[src/rtl/axi_lite_rd_arbiter_if.sv]
// Purpose : bundles the two-requester AXI-Lite read channels and the single
//           slave-side read channel that the read arbiter sits between.
// Ports   : s_axi_* = requester side (index 0/1), m_axi_* = register-file side.
// Modports: slave  = the arbiter's view (it is the slave to both requesters
//                    and drives the address/ready towards the register file).
//           master = the environment's view (requesters plus register file).
interface axi_lite_rd_arbiter_if;

    // requester side, one lane per requester
    logic [1:0][31:0] s_axi_araddr;
    logic [1:0][2:0]  s_axi_arprot;
    logic [1:0]       s_axi_arvalid;
    logic [1:0]       s_axi_arready;
    logic [31:0]      s_axi_rdata;
    logic [1:0]       s_axi_rresp;
    logic [1:0]       s_axi_rvalid;
    logic [1:0]       s_axi_rready;

    // register-file side
    logic [31:0]      m_axi_araddr;
    logic [2:0]       m_axi_arprot;
    logic             m_axi_arvalid;
    logic             m_axi_arready;
    logic [31:0]      m_axi_rdata;
    logic [1:0]       m_axi_rresp;
    logic             m_axi_rvalid;
    logic             m_axi_rready;

    modport slave (
        input  s_axi_araddr, s_axi_arprot, s_axi_arvalid, s_axi_rready,
        output s_axi_arready, s_axi_rdata, s_axi_rresp, s_axi_rvalid,
        output m_axi_araddr, m_axi_arprot, m_axi_arvalid, m_axi_rready,
        input  m_axi_arready, m_axi_rdata, m_axi_rresp, m_axi_rvalid
    );

    modport master (
        output s_axi_araddr, s_axi_arprot, s_axi_arvalid, s_axi_rready,
        input  s_axi_arready, s_axi_rdata, s_axi_rresp, s_axi_rvalid,
        input  m_axi_araddr, m_axi_arprot, m_axi_arvalid, m_axi_rready,
        output m_axi_arready, m_axi_rdata, m_axi_rresp, m_axi_rvalid
    );

endinterface

[src/rtl/axi_lite_rd_arbiter.sv]
// Purpose : round-robin arbiter merging two AXI-Lite read requesters onto one
//           register-file read port, one read outstanding at a time.
// Latency : AR accept -> rvalid in 3 cycles with a zero-wait slave; next AR
//           accept 4 cycles after the previous one.
// Backpr. : requesters stall (arready=0) outside IDLE; slave arready/rvalid and
//           requester rready stretch ADDR/DATA/RESP indefinitely.
// Ports   : aclk, areset (sync, active high); bus (slave modport) carries all
//           AXI-Lite read signals; arb_busy = not IDLE; arb_grant = current or
//           last granted requester.
module axi_lite_rd_arbiter (
    input  logic                        aclk,
    input  logic                        areset,
    axi_lite_rd_arbiter_if.slave        bus,
    output logic                        arb_busy,
    output logic                        arb_grant
);

    typedef enum logic [1:0] {
        ST_IDLE = 2'd0,
        ST_ADDR = 2'd1,
        ST_DATA = 2'd2,
        ST_RESP = 2'd3
    } state_t;

    state_t      r_state;
    logic        r_last_grant;   // requester whose read completed most recently
    logic        r_grant;        // requester owning the current/last transaction
    logic        r_busy;
    logic        r_m_arvalid;
    logic [31:0] r_m_araddr;
    logic [2:0]  r_m_arprot;
    logic [31:0] r_s_rdata;
    logic [1:0]  r_s_rresp;
    logic [1:0]  r_s_rvalid;

    logic        w_win;          // winner index among current requesters
    logic [1:0]  w_arready;
    logic        w_ar_hs;
    logic        w_r_hs;

    // Contention goes to whoever did not complete last; a lone requester wins
    // outright regardless of history.
    always_comb begin
        w_win = 1'b0;
        if (bus.s_axi_arvalid == 2'b11) begin
            w_win = ~r_last_grant;
        end else if (bus.s_axi_arvalid[1]) begin
            w_win = 1'b1;
        end
    end

    // Ready is offered only to the winner and only while IDLE, so the loser's
    // request simply stays pending on its own valid line.
    always_comb begin
        w_arready = 2'b00;
        if ((r_state == ST_IDLE) && (bus.s_axi_arvalid != 2'b00)) begin
            w_arready = w_win ? 2'b10 : 2'b01;
        end
    end

    assign w_ar_hs = (w_arready & bus.s_axi_arvalid) != 2'b00;
    // Only the granted requester's rready can close the response.
    assign w_r_hs  = (r_state == ST_RESP) && bus.s_axi_rready[r_grant];

    always_ff @(posedge aclk) begin
        if (areset) begin
            r_state      <= ST_IDLE;
            r_last_grant <= 1'b1;
            r_grant      <= 1'b0;
            r_busy       <= 1'b0;
            r_m_arvalid  <= 1'b0;
            r_m_araddr   <= 32'd0;
            r_m_arprot   <= 3'd0;
            r_s_rdata    <= 32'd0;
            r_s_rresp    <= 2'b00;
            r_s_rvalid   <= 2'b00;
        end else begin
            unique case (r_state)
                ST_IDLE: begin
                    if (w_ar_hs) begin
                        r_m_araddr  <= bus.s_axi_araddr[w_win];
                        r_m_arprot  <= bus.s_axi_arprot[w_win];
                        r_grant     <= w_win;
                        r_m_arvalid <= 1'b1;
                        r_busy      <= 1'b1;
                        r_state     <= ST_ADDR;
                    end
                end
                ST_ADDR: begin
                    if (bus.m_axi_arready) begin
                        r_m_arvalid <= 1'b0;
                        r_state     <= ST_DATA;
                    end
                end
                ST_DATA: begin
                    // Response code is forwarded untouched, errors included.
                    if (bus.m_axi_rvalid) begin
                        r_s_rdata  <= bus.m_axi_rdata;
                        r_s_rresp  <= bus.m_axi_rresp;
                        r_s_rvalid <= r_grant ? 2'b10 : 2'b01;
                        r_state    <= ST_RESP;
                    end
                end
                ST_RESP: begin
                    if (w_r_hs) begin
                        r_s_rvalid   <= 2'b00;
                        r_last_grant <= r_grant;
                        r_busy       <= 1'b0;
                        r_state      <= ST_IDLE;
                    end
                end
                default: begin
                    r_state <= ST_IDLE;
                end
            endcase
        end
    end

    assign bus.s_axi_arready = w_arready;
    assign bus.s_axi_rdata   = r_s_rdata;
    assign bus.s_axi_rresp   = r_s_rresp;
    assign bus.s_axi_rvalid  = r_s_rvalid;
    assign bus.m_axi_araddr  = r_m_araddr;
    assign bus.m_axi_arprot  = r_m_arprot;
    assign bus.m_axi_arvalid = r_m_arvalid;
    assign bus.m_axi_rready  = (r_state == ST_DATA);
    assign arb_busy          = r_busy;
    assign arb_grant         = r_grant;

endmodule

[src/flat_wrapper.sv]
// flat-port wrapper written by rule: the top's interface ports become plain ports
module axi_lite_rd_arbiter_flat 
  (aclk, areset, arb_busy, arb_grant, bus_s_axi_araddr, bus_s_axi_arprot, bus_s_axi_arvalid, bus_s_axi_rready, bus_s_axi_arready, bus_s_axi_rdata, bus_s_axi_rresp, bus_s_axi_rvalid, bus_m_axi_araddr, bus_m_axi_arprot, bus_m_axi_arvalid, bus_m_axi_rready, bus_m_axi_arready, bus_m_axi_rdata, bus_m_axi_rresp, bus_m_axi_rvalid);
  axi_lite_rd_arbiter_if bus_i ();
  input  logic aclk;
  input  logic areset;
  output logic arb_busy;
  output logic arb_grant;
  input wire logic [$bits(bus_i.s_axi_araddr)-1:0] bus_s_axi_araddr;
  input wire logic [$bits(bus_i.s_axi_arprot)-1:0] bus_s_axi_arprot;
  input wire logic [$bits(bus_i.s_axi_arvalid)-1:0] bus_s_axi_arvalid;
  input wire logic [$bits(bus_i.s_axi_rready)-1:0] bus_s_axi_rready;
  output wire logic [$bits(bus_i.s_axi_arready)-1:0] bus_s_axi_arready;
  output wire logic [$bits(bus_i.s_axi_rdata)-1:0] bus_s_axi_rdata;
  output wire logic [$bits(bus_i.s_axi_rresp)-1:0] bus_s_axi_rresp;
  output wire logic [$bits(bus_i.s_axi_rvalid)-1:0] bus_s_axi_rvalid;
  output wire logic [$bits(bus_i.m_axi_araddr)-1:0] bus_m_axi_araddr;
  output wire logic [$bits(bus_i.m_axi_arprot)-1:0] bus_m_axi_arprot;
  output wire logic [$bits(bus_i.m_axi_arvalid)-1:0] bus_m_axi_arvalid;
  output wire logic [$bits(bus_i.m_axi_rready)-1:0] bus_m_axi_rready;
  input wire logic [$bits(bus_i.m_axi_arready)-1:0] bus_m_axi_arready;
  input wire logic [$bits(bus_i.m_axi_rdata)-1:0] bus_m_axi_rdata;
  input wire logic [$bits(bus_i.m_axi_rresp)-1:0] bus_m_axi_rresp;
  input wire logic [$bits(bus_i.m_axi_rvalid)-1:0] bus_m_axi_rvalid;
  assign bus_i.s_axi_araddr = bus_s_axi_araddr;
  assign bus_i.s_axi_arprot = bus_s_axi_arprot;
  assign bus_i.s_axi_arvalid = bus_s_axi_arvalid;
  assign bus_i.s_axi_rready = bus_s_axi_rready;
  assign bus_s_axi_arready = bus_i.s_axi_arready;
  assign bus_s_axi_rdata = bus_i.s_axi_rdata;
  assign bus_s_axi_rresp = bus_i.s_axi_rresp;
  assign bus_s_axi_rvalid = bus_i.s_axi_rvalid;
  assign bus_m_axi_araddr = bus_i.m_axi_araddr;
  assign bus_m_axi_arprot = bus_i.m_axi_arprot;
  assign bus_m_axi_arvalid = bus_i.m_axi_arvalid;
  assign bus_m_axi_rready = bus_i.m_axi_rready;
  assign bus_i.m_axi_arready = bus_m_axi_arready;
  assign bus_i.m_axi_rdata = bus_m_axi_rdata;
  assign bus_i.m_axi_rresp = bus_m_axi_rresp;
  assign bus_i.m_axi_rvalid = bus_m_axi_rvalid;
  axi_lite_rd_arbiter u_core (.aclk(aclk), .areset(areset), .bus(bus_i), .arb_busy(arb_busy), .arb_grant(arb_grant));
endmodule
[config.mk]
export PLATFORM = sky130hd
export DESIGN_NAME = axi_lite_rd_arbiter_flat
export DESIGN_NICKNAME = d
export VERILOG_FILES = /design/src/rtl/axi_lite_rd_arbiter_if.sv /design/src/rtl/axi_lite_rd_arbiter.sv /design/src/flat_wrapper.sv
export SDC_FILE = /design/constraint.sdc
export NUM_CORES = 1
export LEC_CHECK = 0
export CORE_MARGIN = 3
export CORE_UTILIZATION = 34
export DETAILED_ROUTE_END_ITERATION = 8
export PLACE_DENSITY_LB_ADDON = 0.3
export SYNTH_ARGS = -nofsm -noshare
export SYNTH_HDL_FRONTEND = slang
export SYNTH_SLANG_ARGS = --single-unit
[constraint.sdc]
create_clock -name aclk -period 1.5 [get_ports aclk]
set_input_delay 0.45 -clock aclk [delete_from_list [all_inputs] [get_ports aclk]]
set_output_delay 0.45 -clock aclk [all_outputs]
set_load 0.05 [all_outputs]
==> impl_metrics.env <==
export IMPL_clock_skew_ns=0.00874
export IMPL_seq_area_um2=1550
export IMPL_setup_violations=4
export IMPL_crit_type="reg2out"
export IMPL_crit_arrival_ns=1.30
export IMPL_fill_cells=603
export IMPL_start_util=0.358
export IMPL_crit_buf_inv=3
export IMPL_cts_tree="built"
export IMPL_p_leak_nw=2.47
export IMPL_pwr_share_seq=0.278
export IMPL_drtIter0Drc=67
export IMPL_switchingPower_mw=4.19
export IMPL_avgViaCountPerCell=4.83
export IMPL_gp_congestion=0.737
export IMPL_status="finished with violations"
export IMPL_switching_share=0.389
export IMPL_fin_nets=673
export IMPL_drive_gt1_frac=0.258
export IMPL_violations="negative setup slack"
export IMPL_path_delay_family="flip-flops"
export IMPL_fin_crit_ns=1.75
export IMPL_mostFrequentLayoutCells="clkdlybuf4s50_1, buf_12, dfxtp_1"
export IMPL_synthArstFlopShare=0
export IMPL_power_mw=10.8
export IMPL_max_stage_delay_ns=0.34
export IMPL_clkLatencyLatePin_ns=0.33
export IMPL_cts_sinks=77
export IMPL_synth_enable_flop_cells=0
export IMPL_via_count=3235
export IMPL_combinationalPowerShare=0.541
export IMPL_fin_cells=670
export IMPL_cts_root_buf="clkbuf_8"
export IMPL_synth_ff_type="dfxtp_1"
export IMPL_grt_first_pass_wirelength_um=15500
export IMPL_worstMarginPinSlew_ns=0.236
export IMPL_cp_required_ns=1.05
export IMPL_hold_viol_final=0
export IMPL_ys_seq_elements=77
export IMPL_area_growth_pct=103
export IMPL_wire_per_inst_um=14.9
export IMPL_r2r_slack_ns=-0.01
export IMPL_drcViolationCount=0
export IMPL_dieArea_um2=10600
export IMPL_crit_chain="inv_2 -> ha_4 -> buf_6 -> and2_4 -> buf_12"
export IMPL_yosysWarnings=0
export IMPL_start_kind="register"
export IMPL_hold_buffers=0
export IMPL_crit_fanout=4
export IMPL_critPathCaptureType="output pin"
export IMPL_hpwl_um=7790
export IMPL_cts_buffers=9
export IMPL_portBuffers=188
export IMPL_core_um2=8890
export IMPL_p_per_area_nw_per_um2=1670
export IMPL_dp_cells=650
export IMPL_cts_buffer_depth=2
export IMPL_rsz0062_at_grt="yes"
export IMPL_htreeDepth=3
export IMPL_grt_overflow=0
export IMPL_vdd_drop_max_v=0.000934
export IMPL_ios=189
export IMPL_synth_distinct_cells=28
export IMPL_synth_seq_area_share=0.484
export IMPL_n_antenna_cell=0
export IMPL_die_h_um=103
export IMPL_timing_final_ws_setup_ns=-0.246
export IMPL_die_w_um=103
export IMPL_power_internal_mw=6.59
export IMPL_hold_class="in2reg"
export IMPL_grt_usage=0.187
export IMPL_grt_pass1_vias=3233
export IMPL_antenna_found_initial=0
export IMPL_rows=34
export IMPL_crit_cells=5
export IMPL_layout_commonest_cell="clkdlybuf4s50_1"
export IMPL_fin_crit_sh=1.16
export IMPL_slowest_stage="dfxtp_2"
export IMPL_slew_headroom=0.839
export IMPL_fmax_ghz=0.573
export IMPL_totalWireLength_um=9960
export IMPL_ant_nets=0
export IMPL_whs_path_depth=2
export IMPL_max_cap_violations=0
export IMPL_slew_violations=0
export IMPL_syn_instance_count=358
export IMPL_syn_area_per_cell_um2=8.89
export IMPL_multiInputGateArea_um2=1560
export IMPL_first_pass_iters=6
export IMPL_clkPwrFrac=0.181
export IMPL_cts_clk_slew_worst_paths_ns=0.08
export IMPL_synth_fp_nets=474
export IMPL_syn_area_um2=3180
export IMPL_reg2reg_depth=7
export IMPL_grt_max_degree=44
export IMPL_fin_util=0.727
cells in the mapped netlist (2+ instances only):
master	count	area [um2]
dfxtp_1	77	1540
nand2_1	70	263
nor2_1	44	165
a21oi_1	40	200
mux2i_1	38	380
a211oi_1	36	270
clkbuf_1	20	75.1
buf_2	4	20.0
ha_1	4	50.1
buf_12	3	60.1
nor2b_1	3	18.8
and2_1	2	12.5
inv_1	2	7.51
flip-flops by register name, summed over array words and instances (netlist names):
name	flops
u_core.arb_busy	1
u_core.r_state	2
u_core.bus.m_axi_arvalid	1
u_core.bus.m_axi_arprot	3
u_core.r_last_grant	1
u_core.bus.s_axi_rvalid	2
u_core.bus.s_axi_rresp	2
u_core.bus.m_axi_araddr	32
u_core.arb_grant	1
u_core.bus.s_axi_rdata	32
per-stage QoR:
stage / instance area [um2] / hold slack, ns / TNS, ns / setup WS (ns)
2_1_floorplan: 3210 / 0.508 / -0.144 / -0.0982
3_3_place_gp: 6090 / 0.479 / -20.22 / -0.507
3_5_place_dp: 6090 / 0.483 / -22.38 / -0.518
4_1_cts: 6420 / 0.365 / -0.603 / -0.301
5_1_grt: 6460 / 0.370 / -1.64 / -0.293
6_report: 6460 / 0.379 / -0.599 / -0.246
power by group through the flow:
| stage | combinational (mW) | clock [mW] | sequential [mW] |
|---|---|---|---|
| after floorplan | 1.53 | 0 | 4.23 |
| after global placement | 5.53 | 0 | 3.01 |
| after detailed placement | 5.62 | 0 | 3.03 |
| after CTS | 5.77 | 2.00 | 3.00 |
| after global routing | 6.16 | 2.10 | 3.06 |
| final | 5.84 | 1.95 | 3.00 |
path summary, 6_finish.rpt:
| path | from | end |
|---|---|---|
| worst min register to register | u_core.bus.s_axi_rdata[0] | u_core.bus.s_axi_rdata[0] |
| worst max-delay path | u_core.r_state[0] | bus_s_axi_arready[1] |
| worst max register to register | u_core.r_state[0] | u_core.bus.m_axi_araddr[0] |
| worst min-delay path | areset | u_core.bus.m_axi_araddr[3] |
area by class of cell:
class | count | share of cell area
clock buffers | 11 | 0.0234
clock inverters | 5 | 0.0165
inverters | 2 | 0.00116
multi-input cells | 250 | 0.241
flip-flops and latches | 77 | 0.239
well taps | 108 | 0.0209
repair buffers | 217 | 0.458
metal layers:
metal | track usage | part of all wire
met4 | 0.0627 | 0.014
met3 | 0.0656 | 0.10
met5 | 0 | 0
met2 | 0.321 | 0.50
met1 | 0.219 | 0.39
cells by family (layout without fill, tap and decap cells):
family	count (synthesis)	in the layout	synth area share
buf+inv	31	235	0.0570
fa+ha+maj	4	4	0.0157
mux	38	38	0.119
flops	77	77	0.484
compound gates	84	84	0.169
simple gates	124	124	0.155
timing repair:
item                                    4_1_cts  5_1_grt
resized for setup                            22        8
cloned                                        0        0
pin swaps                                     8        4
endpoints found under the setup margin       44        8
buffers inserted                              4        2
No activity file was read; power rests on OpenSTA's default activity.
